===== src/rtl/spacecraft_led_ctrl.sv =====
// Spacecraft LED/status-indicator peripheral on an Avalon-MM slave port.
// Each channel can be off, on, blinking or PWM-dimmed. A per-channel one-shot
// pulse can force the channel lit for a programmable number of ticks.
module spacecraft_led_ctrl #(
  parameter int unsigned NUM_LEDS = 4,
  parameter int unsigned PRESCALE = 50000,
  parameter int unsigned PWM_BITS = 8
) (
  input  logic                clk_clk,
  input  logic                reset_reset_n,
  input  logic [2:0]          avs_address,
  input  logic                avs_read,
  input  logic                avs_write,
  input  logic [31:0]         avs_writedata,
  output logic [31:0]         avs_readdata,
  output logic                avs_readdatavalid,
  output logic [NUM_LEDS-1:0] leds_readdata
);

  localparam int unsigned PS_W = $clog2(PRESCALE);
  localparam logic [PS_W-1:0] PS_TOP = PS_W'(PRESCALE - 1);

  typedef enum logic [2:0] {
    A_CTRL      = 3'd0,
    A_MODE      = 3'd1,
    A_DUTY      = 3'd2,
    A_BLINK     = 3'd3,
    A_PULSE_LEN = 3'd4,
    A_PULSE     = 3'd5,
    A_LEDS      = 3'd6,
    A_RSVD      = 3'd7
  } reg_addr_e;

  reg_addr_e addr;
  assign addr = reg_addr_e'(avs_address);

  // Register file
  logic                  en;
  logic [2*NUM_LEDS-1:0] mode;
  logic [PWM_BITS-1:0]   duty;
  logic [15:0]           blink_len;
  logic [15:0]           pulse_len;

  // Generators
  logic [PS_W-1:0]       presc;
  logic                  tick;
  logic [15:0]           blink_cnt;
  logic [15:0]           blink_top;
  logic                  blink_phase;
  logic [PWM_BITS-1:0]   pwm_cnt;
  logic [15:0]           pulse_cnt [NUM_LEDS];
  logic [NUM_LEDS-1:0]   pulse_active;
  logic [NUM_LEDS-1:0]   mode_out;

  // Write decode
  logic wr_ctrl, wr_mode, wr_duty, wr_blink, wr_plen, wr_pulse;
  logic sync_wr;
  logic [31:0] rd_mux;

  // Only part of the write bus is stored for small parameterisations
  logic unused_wdata;
  assign unused_wdata = ^avs_writedata;

  // Decode write strobes per register
  always_comb begin
    wr_ctrl  = 1'b0;
    wr_mode  = 1'b0;
    wr_duty  = 1'b0;
    wr_blink = 1'b0;
    wr_plen  = 1'b0;
    wr_pulse = 1'b0;
    if (avs_write) begin
      case (addr)
        A_CTRL:      wr_ctrl  = 1'b1;
        A_MODE:      wr_mode  = 1'b1;
        A_DUTY:      wr_duty  = 1'b1;
        A_BLINK:     wr_blink = 1'b1;
        A_PULSE_LEN: wr_plen  = 1'b1;
        A_PULSE:     wr_pulse = 1'b1;
        default:     ;
      endcase
    end
  end

  assign sync_wr   = wr_ctrl & avs_writedata[1];
  assign tick      = en && (presc == PS_TOP);
  assign blink_top = (blink_len == 16'd0) ? 16'd0 : blink_len - 16'd1;

  // Control/configuration registers
  always_ff @(posedge clk_clk or negedge reset_reset_n) begin
    if (!reset_reset_n) begin
      en        <= 1'b0;
      mode      <= '0;
      duty      <= '0;
      blink_len <= 16'd1;
      pulse_len <= '0;
    end else begin
      if (wr_ctrl)  en        <= avs_writedata[0];
      if (wr_mode)  mode      <= avs_writedata[2*NUM_LEDS-1:0];
      if (wr_duty)  duty      <= avs_writedata[PWM_BITS-1:0];
      if (wr_blink) blink_len <= avs_writedata[15:0];
      if (wr_plen)  pulse_len <= avs_writedata[15:0];
    end
  end

  // Tick prescaler, held at zero while disabled
  always_ff @(posedge clk_clk or negedge reset_reset_n) begin
    if (!reset_reset_n) begin
      presc <= '0;
    end else if (sync_wr || !en || tick) begin
      presc <= '0;
    end else begin
      presc <= presc + PS_W'(1);
    end
  end

  // Blink half-period counter and phase; disabling restarts from the unlit phase
  always_ff @(posedge clk_clk or negedge reset_reset_n) begin
    if (!reset_reset_n) begin
      blink_cnt   <= '0;
      blink_phase <= 1'b0;
    end else if (sync_wr || !en) begin
      blink_cnt   <= '0;
      blink_phase <= 1'b0;
    end else if (tick) begin
      if (blink_cnt >= blink_top) begin
        blink_cnt   <= '0;
        blink_phase <= ~blink_phase;
      end else begin
        blink_cnt <= blink_cnt + 16'd1;
      end
    end
  end

  // Free-running PWM counter
  always_ff @(posedge clk_clk or negedge reset_reset_n) begin
    if (!reset_reset_n) begin
      pwm_cnt <= '0;
    end else if (sync_wr) begin
      pwm_cnt <= '0;
    end else begin
      pwm_cnt <= pwm_cnt + PWM_BITS'(1);
    end
  end

  // One-shot pulse counters; a reload takes priority over the tick decrement
  always_ff @(posedge clk_clk or negedge reset_reset_n) begin
    if (!reset_reset_n) begin
      for (int unsigned i = 0; i < NUM_LEDS; i++) pulse_cnt[i] <= '0;
    end else begin
      for (int unsigned i = 0; i < NUM_LEDS; i++) begin
        if (!en) begin
          pulse_cnt[i] <= '0;
        end else if (wr_pulse && avs_writedata[i]) begin
          pulse_cnt[i] <= pulse_len;
        end else if (tick && (pulse_cnt[i] != 16'd0)) begin
          pulse_cnt[i] <= pulse_cnt[i] - 16'd1;
        end
      end
    end
  end

  // Per-channel mode output and pulse activity
  always_comb begin
    mode_out     = '0;
    pulse_active = '0;
    for (int unsigned i = 0; i < NUM_LEDS; i++) begin
      pulse_active[i] = (pulse_cnt[i] != 16'd0);
      case (mode[2*i +: 2])
        2'b00:   mode_out[i] = 1'b0;
        2'b01:   mode_out[i] = 1'b1;
        2'b10:   mode_out[i] = blink_phase;
        default: mode_out[i] = (pwm_cnt < duty);
      endcase
    end
  end

  // Registered LED drive
  always_ff @(posedge clk_clk or negedge reset_reset_n) begin
    if (!reset_reset_n) begin
      leds_readdata <= '0;
    end else begin
      leds_readdata <= en ? (pulse_active | mode_out) : '0;
    end
  end

  // Read data selection from pre-write register values
  always_comb begin
    rd_mux = '0;
    case (addr)
      A_CTRL:      rd_mux[0]              = en;
      A_MODE:      rd_mux[2*NUM_LEDS-1:0] = mode;
      A_DUTY:      rd_mux[PWM_BITS-1:0]   = duty;
      A_BLINK:     rd_mux[15:0]           = blink_len;
      A_PULSE_LEN: rd_mux[15:0]           = pulse_len;
      A_PULSE:     rd_mux[NUM_LEDS-1:0]   = pulse_active;
      A_LEDS:      rd_mux[NUM_LEDS-1:0]   = leds_readdata;
      default:     ;
    endcase
  end

  // Fixed one-cycle read latency
  always_ff @(posedge clk_clk or negedge reset_reset_n) begin
    if (!reset_reset_n) begin
      avs_readdata      <= '0;
      avs_readdatavalid <= 1'b0;
    end else begin
      avs_readdatavalid <= avs_read;
      avs_readdata      <= avs_read ? rd_mux : '0;
    end
  end

endmodule


===== config.mk =====
export PLATFORM = sky130hd
export DESIGN_NAME = spacecraft_led_ctrl
export DESIGN_NICKNAME = d
export VERILOG_FILES = /design/src/rtl/spacecraft_led_ctrl.sv
export SDC_FILE = /design/constraint.sdc
export NUM_CORES = 1
export LEC_CHECK = 0
export BUFFER_PORTS_ARGS = -buffer_cell sky130_fd_sc_hd__buf_2
export CORE_UTILIZATION = 39
export DETAILED_ROUTE_END_ITERATION = 12
export MAX_ROUTING_LAYER = met4
export SYNTH_ARGS = -nofsm -noshare
export SYNTH_HDL_FRONTEND = slang
export SYNTH_SLANG_ARGS = --single-unit

===== constraint.sdc =====
create_clock -name clk_clk -period 3.9 [get_ports clk_clk]
set_input_delay 0.39 -clock clk_clk [delete_from_list [all_inputs] [get_ports clk_clk]]
set_output_delay 0.39 -clock clk_clk [all_outputs]
set_load 0.03 [all_outputs]

# Word-level counts from Yosys, hierarchy flattened
# Cells that the tools add are included.
[op_classes] addsub=8 order_cmp=2 n_eq_ne=19 n_mux=43 bitwise=3 reduce_logical=25
[ops] cell="two-way mux 16 bit" count=18
[ops] cell="subtractor 16 x 1 -> 16 bit (second input constant)" count=5
[ops] cell="nonzero test 16 bit" count=4
[ops] cell="adder 16 x 1 -> 16 bit (second input constant)" count=2
[ops] cell="one-hot mux 3 bit (6 select lines)" count=1
[ops] cell="== test 16 bit (second input constant)" count=1
[ops] cell=">= comparator 16 bit" count=1
[ops] cell="logical NOT 16 bit" count=1
[ops] cell="one-hot mux 4 bit (4 select lines)" count=1
[ops] cell="one-hot mux 8 bit (2 select lines)" count=1
[ops] cell="two-way mux 1 bit" count=15
[ops] cell="!= test 3 x 1 -> 1 bit (second input constant)" count=4
[ops] cell="one-hot mux 1 bit (3 select lines)" count=4
[ops] cell="== test 3 bit (second input constant)" count=3
[ops] cell="logical AND 1 bit" count=9
[ops] cell="adder 8 x 1 -> 8 bit (second input constant)" count=1
[ops] cell="== test 2 x 1 -> 1 bit (second input constant)" count=4
[ops] cell="== test 2 bit (second input constant)" count=4
[ops] cell="logical NOT 2 bit" count=4
[ops] cell="< comparator 8 bit" count=1
[ops] cell="two-way mux 8 bit" count=1
[ops] cell="one-hot mux 1 bit (7 select lines)" count=1
[ops] cell="== test 3 x 2 -> 1 bit (second input constant)" count=2
[ops] cell="two-way mux 4 bit" count=1
[ops] cell="other kinds (9)" count=11
[totals] ff_bits=175 output_inout_bits=37

# Longest topological paths before layout
[depth] ltp_word=7 ltp_mapped=14

# Worst setup path after synthesis
# No wires, ideal clock.
[synth_path] kind="reg-to-reg" start="reg blink_len[9]" end="reg blink_cnt[2]" setup_time_ps=116 t_arrival_ps=3996 t_required_ps=3784 path_slack_ps=-212 path_stages_with_launch=14 cell_sequence="dfrtp_1 -> or4_4 -> or3_4 -> or4_1 -> or3_4 -> and2_2 -> ha_1 -> nand2b_1 -> a2111oi_0 -> o21ai_0 -> a211oi_2 -> clkbuf_1 -> nand3_1 -> o311ai_0"
[synth_between] elab_chain_len=6
[synth_lines] item="start: declaration" line_no="41" source="logic [15:0] blink_len;"
[synth_lines] item="start signal: assignment" line_no="101" source="if (wr_blink) blink_len <= avs_writedata[15:0];"
[synth_lines] item="subtractor 16 x 1 -> 16 bit / logical NOT 16 bit (equally long branches)" line_no="87" source="assign blink_top = (blink_len == 16'd0) ? 16'd0 : blink_len - 16'd1;"
[synth_lines] item="two-way mux 16 bit (*)" line_no="87"
[synth_lines] item=">= comparator 16 bit (*)" line_no="126" source="if (blink_cnt >= blink_top) begin"
[synth_lines] item="two-way mux 16 bit (*)" line_no="126"
[synth_lines] item="two-way mux 16 bit (*)" line_no="125" source="end else if (tick) begin"
[synth_lines] item="two-way mux 16 bit (*)" line_no="122" source="end else if (sync_wr || !en) begin"
[synth_lines] item="end signal: assignment" line_no="130" source="blink_cnt <= blink_cnt + 16'd1;"
[synth_lines] item="end: declaration" line_no="47" source="logic [15:0] blink_cnt;"
# Mark *: on every way between the ends. The rest lies on a longest branch, timed or not. The select of a mux whose other input is x is not followed.
# A chain may end at the register's enable or synchronous reset.

# Final worst setup path
[layout_path] start="reg blink_len[8]" end="reg blink_cnt[2]"
# The elaborated chain is that of the path after synthesis.

==> summary.md <==
| Metric | Value |
|---|---|
| Die extent in y | approximately 160 um |
| PD cells | slightly below 500 nW/um^2 |
| Total gr overflow | 0 |
| P_leak | between 0.004 and 0.005 uW |
| Commonest register cell after synthesis | dfrtp_1 |
| Antenna cells | 0 |
| Reg area | between 4000 and 5000 um^2 |
| Max incr delay on CP | roughly 530 ps |
| Max IR drop VDD | slightly below 0.0003 V |
| CP Class | reg2reg |
| Routed Antenna Nets | 0 |
| Sequential fraction of the synthesis area | around 45% |
| Hold crit path type | in2async |
| Initial antenna violation count | 0 |
| Critical Path Fanout Max | 7 |
| Synth warn | 0 |
| Dpl hpwl | 17460 um |
| Setup TNS | -108.6 ps |
| Avg Vias per Cell | around 5.6 |
| Worst-Margin Slew | 924.3 ps |
| DP Area | approximately 11000 um^2 |
| Critical path launch point type | register |
| RSZ-0062 raised after global routing | true |
| Clk buf depth | 2 |
| Worst hold slack | 30.96 ps |
| Skew-Pair Late Insertion Delay | between 400 and 500 ps |
| Fin crit period | approximately 4000 ps |
| Vias in the first global route | between 7000 and 8000 |
| Post-synth EDFFs | 0 |
| CTS buffer count | 17 |
| Die width | 160.3 um |
| Layout Skew | roughly 12 ps |
| Fin worst setup slack | -38.66 ps |
| Detailed-route via count | ~8000 |
| Hold Fails Final Rpt | 0 |
| Overall routed net length | 25330 um |
| I/O pin count | 76 |
| Yosys cell types | 66 |
| DP Worst Slack | -130.4 ps |
| Buf+Inv Stages, Crit Path | 2 |
| Dominant cells by area after synthesis | dfrtp_1, mux2_2, nor2_1 |
| Area growth syn-to-layout | 14.74% |
| Nets | 1165 |
| Largest net degree at the start of global routing | a little under 100 |
| Number of fill cells in the layout | 2304 |
| Share of post-route cells with drive strength above 1 | between 15 and 20% |
| Initial DRC count | ~600 |
| Worst-path cell chain | or4_4 -> or3_4 -> or4_4 -> or3_4 -> and2_4 -> ha_4 -> nand2b_4 -> a2111oi_4 -> o21ai_2 -> a211oi_4 -> buf_4 -> buf_6 -> nand3_1 -> o311ai_2 |
| FP Rows | 57 |
| WP data required | ~4300 ps |
| Final worst-path cycle share | 101.0% |
| Max cap viols | 0 |
| Failing checks | negative setup slack |
| Core Area | ~24000 um^2 |
| Top Family by Delay on Critical Path | simple AND/OR/NAND/NOR gates |
| Gp weighted congestion | about 0.84 |
| Number of I/O port buffers | 43 |
| Pre-Repair DR Iteration Count | 6 |
| Synth top area share | around 45% |
| CTS clock-pin slew for the worst setup and hold paths | 70 ps |
| Starting density of the core | 39.97% |
| Post-synthesis async set-or-reset flop share | between 90% and 100% |
| Cells after Synth | ~1000 |
| CP max stage cell | or4_4 |
| GR Util All Layers | roughly a fifth |
| Crit path DAT | around 4300 ps |
| CTS tree | yes |
| Post-Synthesis Cell Area | 9777 um^2 |
| Max-slew violation count | 0 |
| # hold bufs at CTS | 0 |
| Post-synth top area cell | dfrtp_1 |
| Wire length per cell | approximately 18 um |
| Syn_area_per_cell | 9.392 um^2 |
| Crit. End Element | register |
| FMAX | between 0.2 and 0.3 GHz |
| Synthesized flop and latch total | 175 |
| H-tree depth | 4 |
| CTS sink count | about 180 |
| Die ar. | between 20000 and 30000 um^2 |
| Slew Limit Headroom | about two fifths |
| Global-route wire length before repair | roughly 41000 um |
| DRC viols | 0 |
| CTS root buf | clkbuf_16 |
| Finished layout cell area | 11220 um^2 |
| Area of the multi-input gates | 5220 um^2 |
| Setup violations, final | 5 |
| Status | finished with violations |
==> cell usage after synthesis, drive strengths merged, types with 7 or more instances <==
master / number
clkbuf: 33
a22oi: 20
or3: 19
o21a: 7
xor2: 37
nor2b: 14
and3: 14
o311ai: 8
buf: 23
nor4: 15
o2111ai: 8
nor4b: 7
xnor2: 34
ha: 32
nor2: 110
dfrtp: 174
a31oi: 9
or4: 9
nor3: 30
mux2: 42
inv: 28
o22ai: 7
o21ai: 73
nand2: 86
and2: 9
nand4: 13
a211oi: 14
nand3: 41
a21oi: 66
==> state kept, by name (all words and copies together) (netlist names) <==
name,cells
pulse_cnt,64
avs_readdata,16
blink_cnt,16
blink_len,16
presc,16
pulse_len,16
duty,8
mode,8
pwm_cnt,8
leds_readdata,4
avs_readdatavalid,1
blink_phase,1
en,1
==> layer usage <==
metal / track usage, % / up-vias / part of all wire, %
met5: - / - / 0
met4: 6.234 / 0 / 1.8
met3: 3.667 / 34 / 4.7
met2: 30.71 / 204 / 44
met1: 29.95 / 3911 / 49
li1: - / 3849 / -
==> layout make-up <==
class / count / share of cell area, %
clock buffers: 18 / 3.915
clock inverters: 14 / 1.807
inverters: 28 / 0.9369
multi-input cells: 798 / 46.53
flip-flops and latches: 175 / 39.05
well taps: 324 / 3.614
repair buffers: 74 / 4.149
==> path summary, 6_finish.rpt <==
kind	from	slack, ps	endpoint	cells after the start
max	blink_len[8]$_DFFE_PN0P_	-40	blink_cnt[2]$_DFFE_PN0N_	14
min	reset_reset_n	30	presc[13]$_DFF_PN0_	1
max reg2reg	blink_len[8]$_DFFE_PN0P_	-40	blink_cnt[2]$_DFFE_PN0N_	14
min reg2reg	pwm_cnt[0]$_DFF_PN0_	510	pwm_cnt[0]$_DFF_PN0_	1
max in group asynchronous	reset_reset_n	2920	pulse_len[13]$_DFFE_PN0P_	2
min in group clk_clk	avs_writedata[8]	190	pulse_len[8]$_DFFE_PN0P_	2
==> cells by family (layout without fill, tap and decap cells) <==
| kind of cell | count (synthesis) | count (layout) | share of synthesized area, % |
|---|---|---|---|
| DFF | 175 | 175 | 44.80 |
| buffers and inverters | 84 | 134 | 3.954 |
| and+or+nand+nor | 388 | 389 | 19.73 |
| other | 1 | 16 | 0.03836 |
| AOI/OAI and AO/OA | 242 | 242 | 15.56 |
| muxes | 48 | 48 | 5.452 |
| xor gates and xnor gates | 71 | 71 | 6.360 |
| adders and majority gates | 32 | 32 | 4.095 |
==> where the power goes <==
group          leakage [uW]  internal, uW  switching, uW
clock              0.000318          1100            788
combinational       0.00236           535            725
sequential          0.00232          2020            293
total               0.00499          3660           1810
==> timing repair <==
item                       CTS  global route
gates resized for setup      4             6
setup buffers                0             1
setup endpoints to repair   14            16
pin swaps                    3             2
gates cloned                 1             0
==> through the flow <==
| stage | instances | total power (uW) | util [%] |
|---|---|---|---|
| 2_1_floorplan | 1056 | 3140 | - |
| 3_3_place_gp | 1397 | 3551 | 42.94 |
| 3_5_place_dp | 1397 | 3580 | 42.94 |
| 4_1_cts | 1430 | 5484 | 45.70 |
| 5_1_grt | 1431 | 5750 | 45.86 |
| 6_report | 1431 | 5465 | 45.86 |
==> layout by cell type (no fill, tap or decap), drive strengths merged, types with 9 or more instances in the layout <==
cell,instances
and3,14
xor2,37
nand2,86
dfrtp,174
and2,9
nand3,41
a21oi,66
a31oi,9
o21ai,73
nor2,110
a211oi,14
nand4,13
clkbuf,18
or4,9
a22oi,20
buf,74
xnor2,34
conb,16
ha,32
nor3,30
inv,33
or3,20
nor2b,14
nor4,15
mux2,42
(Power assumes the default switching activity.)
